===== src/rtl/sprite_draw_scheduler_pkg.sv =====
`default_nettype none
// =============================================================================
// Module   : sprite_draw_scheduler_pkg
// Brief    : Shared state encoding and default widths for the sprite scheduler.
// Revision : 1.0
// =============================================================================
package sprite_draw_scheduler_pkg;

   localparam int c_def_x_width   = 10;
   localparam int c_def_y_width   = 10;
   localparam int c_def_sel_width = 2;

   typedef logic [2:0] state_t;

   localparam logic [2:0] c_idle       = 3'd0;
   localparam logic [2:0] c_load       = 3'd1;
   localparam logic [2:0] c_wait_start = 3'd2;
   localparam logic [2:0] c_wait_done  = 3'd3;
   localparam logic [2:0] c_ack        = 3'd4;

endpackage
`default_nettype wire


===== src/rtl/sprite_draw_scheduler_if.sv =====
`default_nettype none
// =============================================================================
// Module   : sprite_draw_scheduler_if
// Brief    : Load/position bus between the scheduler and the stencil engine.
// Revision : 1.0
// =============================================================================
interface sprite_draw_scheduler_if
   import sprite_draw_scheduler_pkg::*;
#(
   parameter int X_WIDTH   = c_def_x_width,
   parameter int Y_WIDTH   = c_def_y_width,
   parameter int SEL_WIDTH = c_def_sel_width
);
   logic                 stc_we;
   logic [X_WIDTH-1:0]   stc_x;
   logic [Y_WIDTH-1:0]   stc_y;
   logic [SEL_WIDTH-1:0] stc_sel;
   logic                 stc_finish;

   modport master (output stc_we, stc_x, stc_y, stc_sel, input stc_finish);
   modport slave  (input stc_we, stc_x, stc_y, stc_sel, output stc_finish);
endinterface
`default_nettype wire


===== src/rtl/sprite_draw_scheduler_rr_arbiter.sv =====
`default_nettype none
// =============================================================================
// Module   : sprite_draw_scheduler_rr_arbiter
// Brief    : Combinational round-robin pick starting just above last_grant.
// Revision : 1.0
// =============================================================================
module sprite_draw_scheduler_rr_arbiter
   import sprite_draw_scheduler_pkg::*;
#(
   parameter int NUM_REQ   = 4,
   parameter int SEL_WIDTH = c_def_sel_width
) (
   input  logic [NUM_REQ-1:0]   req,
   input  logic [SEL_WIDTH-1:0] last_grant,
   output logic [SEL_WIDTH-1:0] grant_idx,
   output logic                 grant_valid
);
   logic [NUM_REQ-1:0] w_upper;

   always_comb begin
      w_upper = '0;
      for (int i = 0; i < NUM_REQ; i++) begin
         w_upper[i] = req[i] && (SEL_WIDTH'(i) > last_grant);
      end
   end

   // Lowest set bit above last_grant wins; otherwise wrap to lowest set bit.
   always_comb begin
      grant_idx   = '0;
      grant_valid = |req;
      for (int i = NUM_REQ - 1; i >= 0; i--) begin
         if (req[i]) grant_idx = SEL_WIDTH'(i);
      end
      if (|w_upper) begin
         for (int i = NUM_REQ - 1; i >= 0; i--) begin
            if (w_upper[i]) grant_idx = SEL_WIDTH'(i);
         end
      end
   end
endmodule
`default_nettype wire


===== src/rtl/sprite_draw_scheduler.sv =====
`default_nettype none
// =============================================================================
// Module   : sprite_draw_scheduler
// Brief    : Round-robin sharing of one sprite stencil engine among requesters.
// Revision : 1.0
// =============================================================================
module sprite_draw_scheduler
   import sprite_draw_scheduler_pkg::*;
#(
   parameter int NUM_REQ       = 4,
   parameter int SEL_WIDTH     = c_def_sel_width,
   parameter int X_WIDTH       = c_def_x_width,
   parameter int Y_WIDTH       = c_def_y_width,
   parameter int START_TIMEOUT = 8
) (
   input  logic                         clock,
   input  logic                         reset_n,
   input  logic [NUM_REQ-1:0]           req,
   input  logic [NUM_REQ*X_WIDTH-1:0]   req_x,
   input  logic [NUM_REQ*Y_WIDTH-1:0]   req_y,
   output logic [NUM_REQ-1:0]           ack,
   input  logic                         draw_allow,
   output logic                         busy,
   output logic                         timeout_err,
   sprite_draw_scheduler_if.master      stc
);
   localparam int                     c_cnt_width = $clog2(START_TIMEOUT + 1);
   localparam logic [c_cnt_width-1:0] c_cnt_last  = c_cnt_width'(START_TIMEOUT - 1);

   state_t                 r_state;
   logic [SEL_WIDTH-1:0]   r_grant;
   logic [SEL_WIDTH-1:0]   r_last_grant;
   logic [c_cnt_width-1:0] r_cnt;
   logic                   r_we;
   logic [X_WIDTH-1:0]     r_x;
   logic [Y_WIDTH-1:0]     r_y;
   logic [NUM_REQ-1:0]     r_ack;
   logic                   r_busy;
   logic                   r_timeout;

   logic [X_WIDTH-1:0]     w_x [NUM_REQ];
   logic [Y_WIDTH-1:0]     w_y [NUM_REQ];
   logic [SEL_WIDTH-1:0]   w_grant_idx;
   logic                   w_grant_valid;
   logic                   w_launch;

   generate
      for (genvar gi = 0; gi < NUM_REQ; gi++) begin : g_unpack
         assign w_x[gi] = req_x[gi*X_WIDTH +: X_WIDTH];
         assign w_y[gi] = req_y[gi*Y_WIDTH +: Y_WIDTH];
      end
   endgenerate

   sprite_draw_scheduler_rr_arbiter #(
      .NUM_REQ   (NUM_REQ),
      .SEL_WIDTH (SEL_WIDTH)
   ) u_arb (
      .req         (req),
      .last_grant  (r_last_grant),
      .grant_idx   (w_grant_idx),
      .grant_valid (w_grant_valid)
   );

   // The engine is not reset with us, so never launch while it reports busy.
   assign w_launch = draw_allow && stc.stc_finish && w_grant_valid;

   always_ff @(posedge clock or negedge reset_n) begin
      if (!reset_n) begin
         r_state      <= c_idle;
         r_grant      <= '0;
         r_last_grant <= SEL_WIDTH'(NUM_REQ - 1);
         r_cnt        <= '0;
         r_we         <= 1'b0;
         r_x          <= '0;
         r_y          <= '0;
         r_ack        <= '0;
         r_busy       <= 1'b0;
         r_timeout    <= 1'b0;
      end else begin
         r_ack     <= '0;
         r_timeout <= 1'b0;
         case (r_state)
            c_idle: begin
               if (w_launch) begin
                  r_state <= c_load;
                  r_we    <= 1'b1;
                  r_busy  <= 1'b1;
                  r_grant <= w_grant_idx;
                  r_x     <= w_x[w_grant_idx];
                  r_y     <= w_y[w_grant_idx];
               end
            end
            c_load: begin
               r_we    <= 1'b0;
               r_cnt   <= '0;
               r_state <= c_wait_start;
            end
            c_wait_start: begin
               if (!stc.stc_finish) begin
                  r_state <= c_wait_done;
               end else if (r_cnt == c_cnt_last) begin
                  // Engine never started: give up, requester retries after the others.
                  r_timeout    <= 1'b1;
                  r_last_grant <= r_grant;
                  r_busy       <= 1'b0;
                  r_state      <= c_idle;
               end else begin
                  r_cnt <= r_cnt + 1'b1;
               end
            end
            c_wait_done: begin
               if (stc.stc_finish) begin
                  r_ack   <= NUM_REQ'(1) << r_grant;
                  r_state <= c_ack;
               end
            end
            c_ack: begin
               r_last_grant <= r_grant;
               r_busy       <= 1'b0;
               r_state      <= c_idle;
            end
            default: begin
               r_we    <= 1'b0;
               r_busy  <= 1'b0;
               r_state <= c_idle;
            end
         endcase
      end
   end

   assign stc.stc_we   = r_we;
   assign stc.stc_x    = r_x;
   assign stc.stc_y    = r_y;
   assign stc.stc_sel  = r_grant;
   assign ack          = r_ack;
   assign busy         = r_busy;
   assign timeout_err  = r_timeout;
endmodule
`default_nettype wire

===== src/flat_wrapper.sv =====
// flat-port wrapper written by rule: the top's interface ports become plain ports
module sprite_draw_scheduler_flat import sprite_draw_scheduler_pkg::*;
#(
   parameter int NUM_REQ       = 4,
   parameter int SEL_WIDTH     = c_def_sel_width,
   parameter int X_WIDTH       = c_def_x_width,
   parameter int Y_WIDTH       = c_def_y_width,
   parameter int START_TIMEOUT = 8
)
  (clock, reset_n, req, req_x, req_y, ack, draw_allow, busy, timeout_err, stc_stc_we, stc_stc_x, stc_stc_y, stc_stc_sel, stc_stc_finish);
  sprite_draw_scheduler_if #(.X_WIDTH(X_WIDTH), .Y_WIDTH(Y_WIDTH), .SEL_WIDTH(SEL_WIDTH)) stc_i ();
  input  logic clock;
  input  logic reset_n;
  input  logic [NUM_REQ-1:0] req;
  input  logic [NUM_REQ*X_WIDTH-1:0] req_x;
  input  logic [NUM_REQ*Y_WIDTH-1:0] req_y;
  output logic [NUM_REQ-1:0] ack;
  input  logic draw_allow;
  output logic busy;
  output logic timeout_err;
  output wire logic [$bits(stc_i.stc_we)-1:0] stc_stc_we;
  output wire logic [$bits(stc_i.stc_x)-1:0] stc_stc_x;
  output wire logic [$bits(stc_i.stc_y)-1:0] stc_stc_y;
  output wire logic [$bits(stc_i.stc_sel)-1:0] stc_stc_sel;
  input wire logic [$bits(stc_i.stc_finish)-1:0] stc_stc_finish;
  assign stc_stc_we = stc_i.stc_we;
  assign stc_stc_x = stc_i.stc_x;
  assign stc_stc_y = stc_i.stc_y;
  assign stc_stc_sel = stc_i.stc_sel;
  assign stc_i.stc_finish = stc_stc_finish;
  sprite_draw_scheduler #(.NUM_REQ(NUM_REQ), .SEL_WIDTH(SEL_WIDTH), .X_WIDTH(X_WIDTH), .Y_WIDTH(Y_WIDTH), .START_TIMEOUT(START_TIMEOUT)) u_core (.clock(clock), .reset_n(reset_n), .req(req), .req_x(req_x), .req_y(req_y), .ack(ack), .draw_allow(draw_allow), .busy(busy), .timeout_err(timeout_err), .stc(stc_i));
endmodule

===== config.mk =====
export PLATFORM = sky130hd
export DESIGN_NAME = sprite_draw_scheduler_flat
export DESIGN_NICKNAME = d
export VERILOG_FILES = /design/src/rtl/sprite_draw_scheduler_pkg.sv /design/src/rtl/sprite_draw_scheduler_if.sv /design/src/rtl/sprite_draw_scheduler_rr_arbiter.sv /design/src/rtl/sprite_draw_scheduler.sv /design/src/flat_wrapper.sv
export SDC_FILE = /design/constraint.sdc
export NUM_CORES = 1
export LEC_CHECK = 0
export CORE_UTILIZATION = 40
export DETAILED_ROUTE_END_ITERATION = 8
export DONT_BUFFER_PORTS = 1
export SYNTH_ARGS = -nofsm -noshare
export SYNTH_HDL_FRONTEND = slang
export SYNTH_SLANG_ARGS = --single-unit

===== constraint.sdc =====
create_clock -name clock -period 2.4 [get_ports clock]
set_clock_uncertainty 0.2 [all_clocks]
set_input_delay 0.36 -clock clock [delete_from_list [all_inputs] [get_ports clock]]
set_output_delay 0.36 -clock clock [all_outputs]
set_load 0.02 [all_outputs]

==> flow_metrics.py, run 1 <==
metrics = {
    "cts": {
        "clockBufferDepth": 2,
        "tritoncts": "built",
        "cts_buffers": 5,
        "clk_pin_slew_worst_paths_ns": 0.09,
        "h-tree-depth": 2,
        "clk_latency_ns": 0.30,
        "clock-sinks": 38,
        "root_buffer": "clkbuf_8",
    },
    "place": {
        "dp_cells": 302,
        "dp_hpwl_um": 4829,
        "place_ws_ns": 0.1382,
        "place.gp.congestion": 0.7271,
        "port_buffers": 0,
    },
    "timing": {
        "rsz0062_at_grt": "no",
        "period_needed_ns": 2.235,
        "slew_violations": 0,
        "finalSetupTns_ns": 0,
        "post-route-worst-setup-slack_ns": 0.1649,
        "relSlewSlack": 0.4612,
        "finalSetupViolCount": 0,
        "worstMarginPinSlew_ns": 0.8035,
        "max_freq_mhz": 447.4,
        "timing.final.crit_share": 0.9313,
        "hold_viol": 0,
        "holdWs_ns": 0.02988,
    },
    "power": {
        "power_density_mw_per_mm2": 1199,
        "total_power_mw": 3.231,
        "ir_worst_vdd_uv": 523.2,
        "leakage_nw": 1.041,
    },
    "synthesis": {
        "syn_area_per_cell_um2": 10.36,
        "synth.distinct_cells": 50,
        "syn_inst": 229,
        "synth_seq_cells": 38,
        "yosys.area_share.simple": 0.1481,
        "synth_fp_nets": 318,
        "synth_compound_area_frac": 0.3274,
        "synth_top_family_by_area": "compound AO/OA/AOI/OAI gates",
        "synth_area_mm2": 0.002374,
        "synth-xor-area-share": 0,
        "synth-seq-area-share": 0.4017,
        "synth_flop_cell": "dfrtp_1",
        "synth_fa_ha_area_frac": 0.005271,
        "async_flop_share": 1.000,
        "yosys_warnings": 0,
        "synth-edff-count": 0,
        "synthMuxAreaShare": 0.07275,
    },
    "critical_path": {
        "path_cells": "mux2i_1, a2bb2oi_2, a21boi_2, and3_1, nor3_1",
        "cpMaxStageDelayCell": "a21boi_2",
        "crit_fanout": 16,
        "critPathCaptureType": "flip-flop",
        "worstSetupPathType": "reg -> reg",
        "start_kind": "flip-flop",
        "crit_arrival_ns": 2.20,
        "cp.required_ns": 2.37,
        "slowest_delay_ns": 0.66,
    },
    "global_route": {
        "track_usage": 0.2200,
        "grt_pass1_wl_um": 10520,
        "antenna_found_initial": 0,
        "grt-ovfl-total": 0,
        "grt_max_degree": 39,
        "grt_pass1_vias": 2051,
    },
    "routing": {
        "vias_per_cell": 6.424,
        "dr.pass1.iters": 4,
        "vias": 2017,
        "remaining_drc_errors": 0,
        "drtIter0Drc": 101,
        "post_drt_wl_per_cell_um": 20.90,
        "ant_nets": 0,
        "drt_wl_total_um": 6563,
    },
    "floorplanning": {
        "die_w_um": 79.03,
        "rows": 27,
        "core_area_mm2": 0.005608,
        "die_area_mm2": 0.006246,
        "ioPinCount": 117,
        "die_h_um": 79.03,
        "start_util": 0.4232,
    },
    "layout": {
        "diodes": 0,
        "fin_cells": 314,
        "final_cell_mix": "dfrtp_1, a211oi_1, a21boi_0, o32ai_1",
        "nFillCells": 577,
        "final_common_cell": "dfrtp_1",
        "area_growth_pct": 13.55,
        "num-nets-final": 330,
        "drive_above_1_share": 0.1818,
    },
    "job": {
        "maxCapViolations": 0,
    },
    "outcome": {
        "status": "completed",
    },
    "min_path": {
        "hold_class": "in -> reg",
    },
}
## Yosys cell counts, types with 3 or more instances
| master | n | area, um2 |
|---|---|---|
| dfrtp_1 | 36 | 900.9 |
| a211oi_1 | 30 | 225.2 |
| a21boi_0 | 16 | 120.1 |
| o32ai_1 | 16 | 140.1 |
| mux2i_1 | 15 | 150.1 |
| nor2_1 | 12 | 45.04 |
| nand3_1 | 10 | 50.05 |
| nand2_1 | 8 | 30.03 |
| o21ai_0 | 8 | 40.04 |
| inv_1 | 6 | 22.52 |
| clkbuf_1 | 5 | 18.77 |
| a41oi_1 | 4 | 35.03 |
| buf_2 | 4 | 20.02 |
| nor3_1 | 4 | 20.02 |
| o221ai_1 | 4 | 35.03 |
| a21oi_1 | 3 | 15.01 |
| buf_4 | 3 | 22.52 |
| nand2b_1 | 3 | 18.77 |
## critical path, delay by kind of cell (launching register included)
family / cells / cell delay [ns]
simple gates: 2 / 0.32
compound gates: 2 / 0.86
flops: 1 / 0.60
mux: 1 / 0.10
## sequential cells by signal, indices dropped and copies added, names as in the netlist
register	cells
u_core.stc.stc_we	1
u_core.stc.stc_x	10
u_core.r_last_grant	2
u_core.stc.stc_sel	2
u_core.r_cnt	4
u_core.timeout_err	1
u_core.r_state	3
u_core.stc.stc_y	10
u_core.busy	1
u_core.ack	4
## where the power goes
| group | internal (mW) | switching (mW) |
|---|---|---|
| combinational | 0.537 | 0.620 |
| clock | 0.417 | 0.246 |
| sequential | 0.911 | 0.500 |
## stage by stage
stage	area, um2	utilization
2_1_floorplan	2374	-
3_3_place_gp	2505	0.4467
3_5_place_dp	2505	0.4467
4_1_cts	2683	0.4784
5_1_grt	2695	0.4806
6_report	2695	0.4806
## final timing paths
path | depth (start not counted) | startpoint | slack [ns] | endpoint
setup / recovery | 5 | u_core.r_last_grant[1]$_DFFE_PN1P_ | 0.16 | u_core.stc.stc_x[5]$_DFFE_PN0P_
hold / removal | 1 | stc_stc_finish | 0.03 | u_core.r_cnt[1]$_DFFE_PN0P_
setup reg to reg | 5 | u_core.r_last_grant[1]$_DFFE_PN1P_ | 0.16 | u_core.stc.stc_x[5]$_DFFE_PN0P_
hold reg to reg | 1 | u_core.r_cnt[0]$_DFFE_PN0P_ | 0.33 | u_core.r_cnt[0]$_DFFE_PN0P_
max in group asynchronous | 2 | reset_n | 1.43 | u_core.r_last_grant[0]$_DFFE_PN1P_
min in group asynchronous | 2 | reset_n | 0.31 | u_core.r_cnt[2]$_DFFE_PN0P_
## routing by layer
layer  vias up  wire (um)  GRT usage
met5         -          0          0
met4         0         91    0.07273
met3        11        545    0.06782
met2        82       3130     0.3500
met1       983       2795     0.2830
li1        941          -          -
## timing repair
action / in CTS / in global routing
setup endpoints to repair: 0 / 8
setup buffers: 0 / 1
resized for setup: 0 / 1
hold buffers: 3 / 0
endpoints found under the hold margin: 39 / 0
## logic make-up after synthesis
| kind of cell | after synthesis |
|---|---|
| AOI/OAI and AO/OA | 98 |
| adders and majority gates | 1 |
| buffers and inverters | 20 |
| DFF | 38 |
| muxes | 17 |
| and+or+nand+nor | 55 |
## layout make-up
type                            count  area [um2]  area share
Inverter                            6       22.52    0.008357
Multi-Input combinational cell    171        1319      0.4893
Timing Repair Buffer               19       172.7     0.06407
Clock inverter                      3       68.82     0.02553
Tap cell                           72       90.09     0.03343
Sequential cell                    38       953.4      0.3538
Clock buffer                        5       68.82     0.02553
Note: power is estimated with default switching activity, not from simulation.
==> inputs of run 2 (changes only) <==
--- a/config.mk
+++ b/config.mk
@@ -11,3 +11,4 @@
 export SYNTH_ARGS = -nofsm -noshare
 export SYNTH_HDL_FRONTEND = slang
 export SYNTH_SLANG_ARGS = --single-unit
+export TNS_END_PERCENT = 30
==> results of run 2 <==
The final DEF is identical to that of run 1; final timing and power are the same.
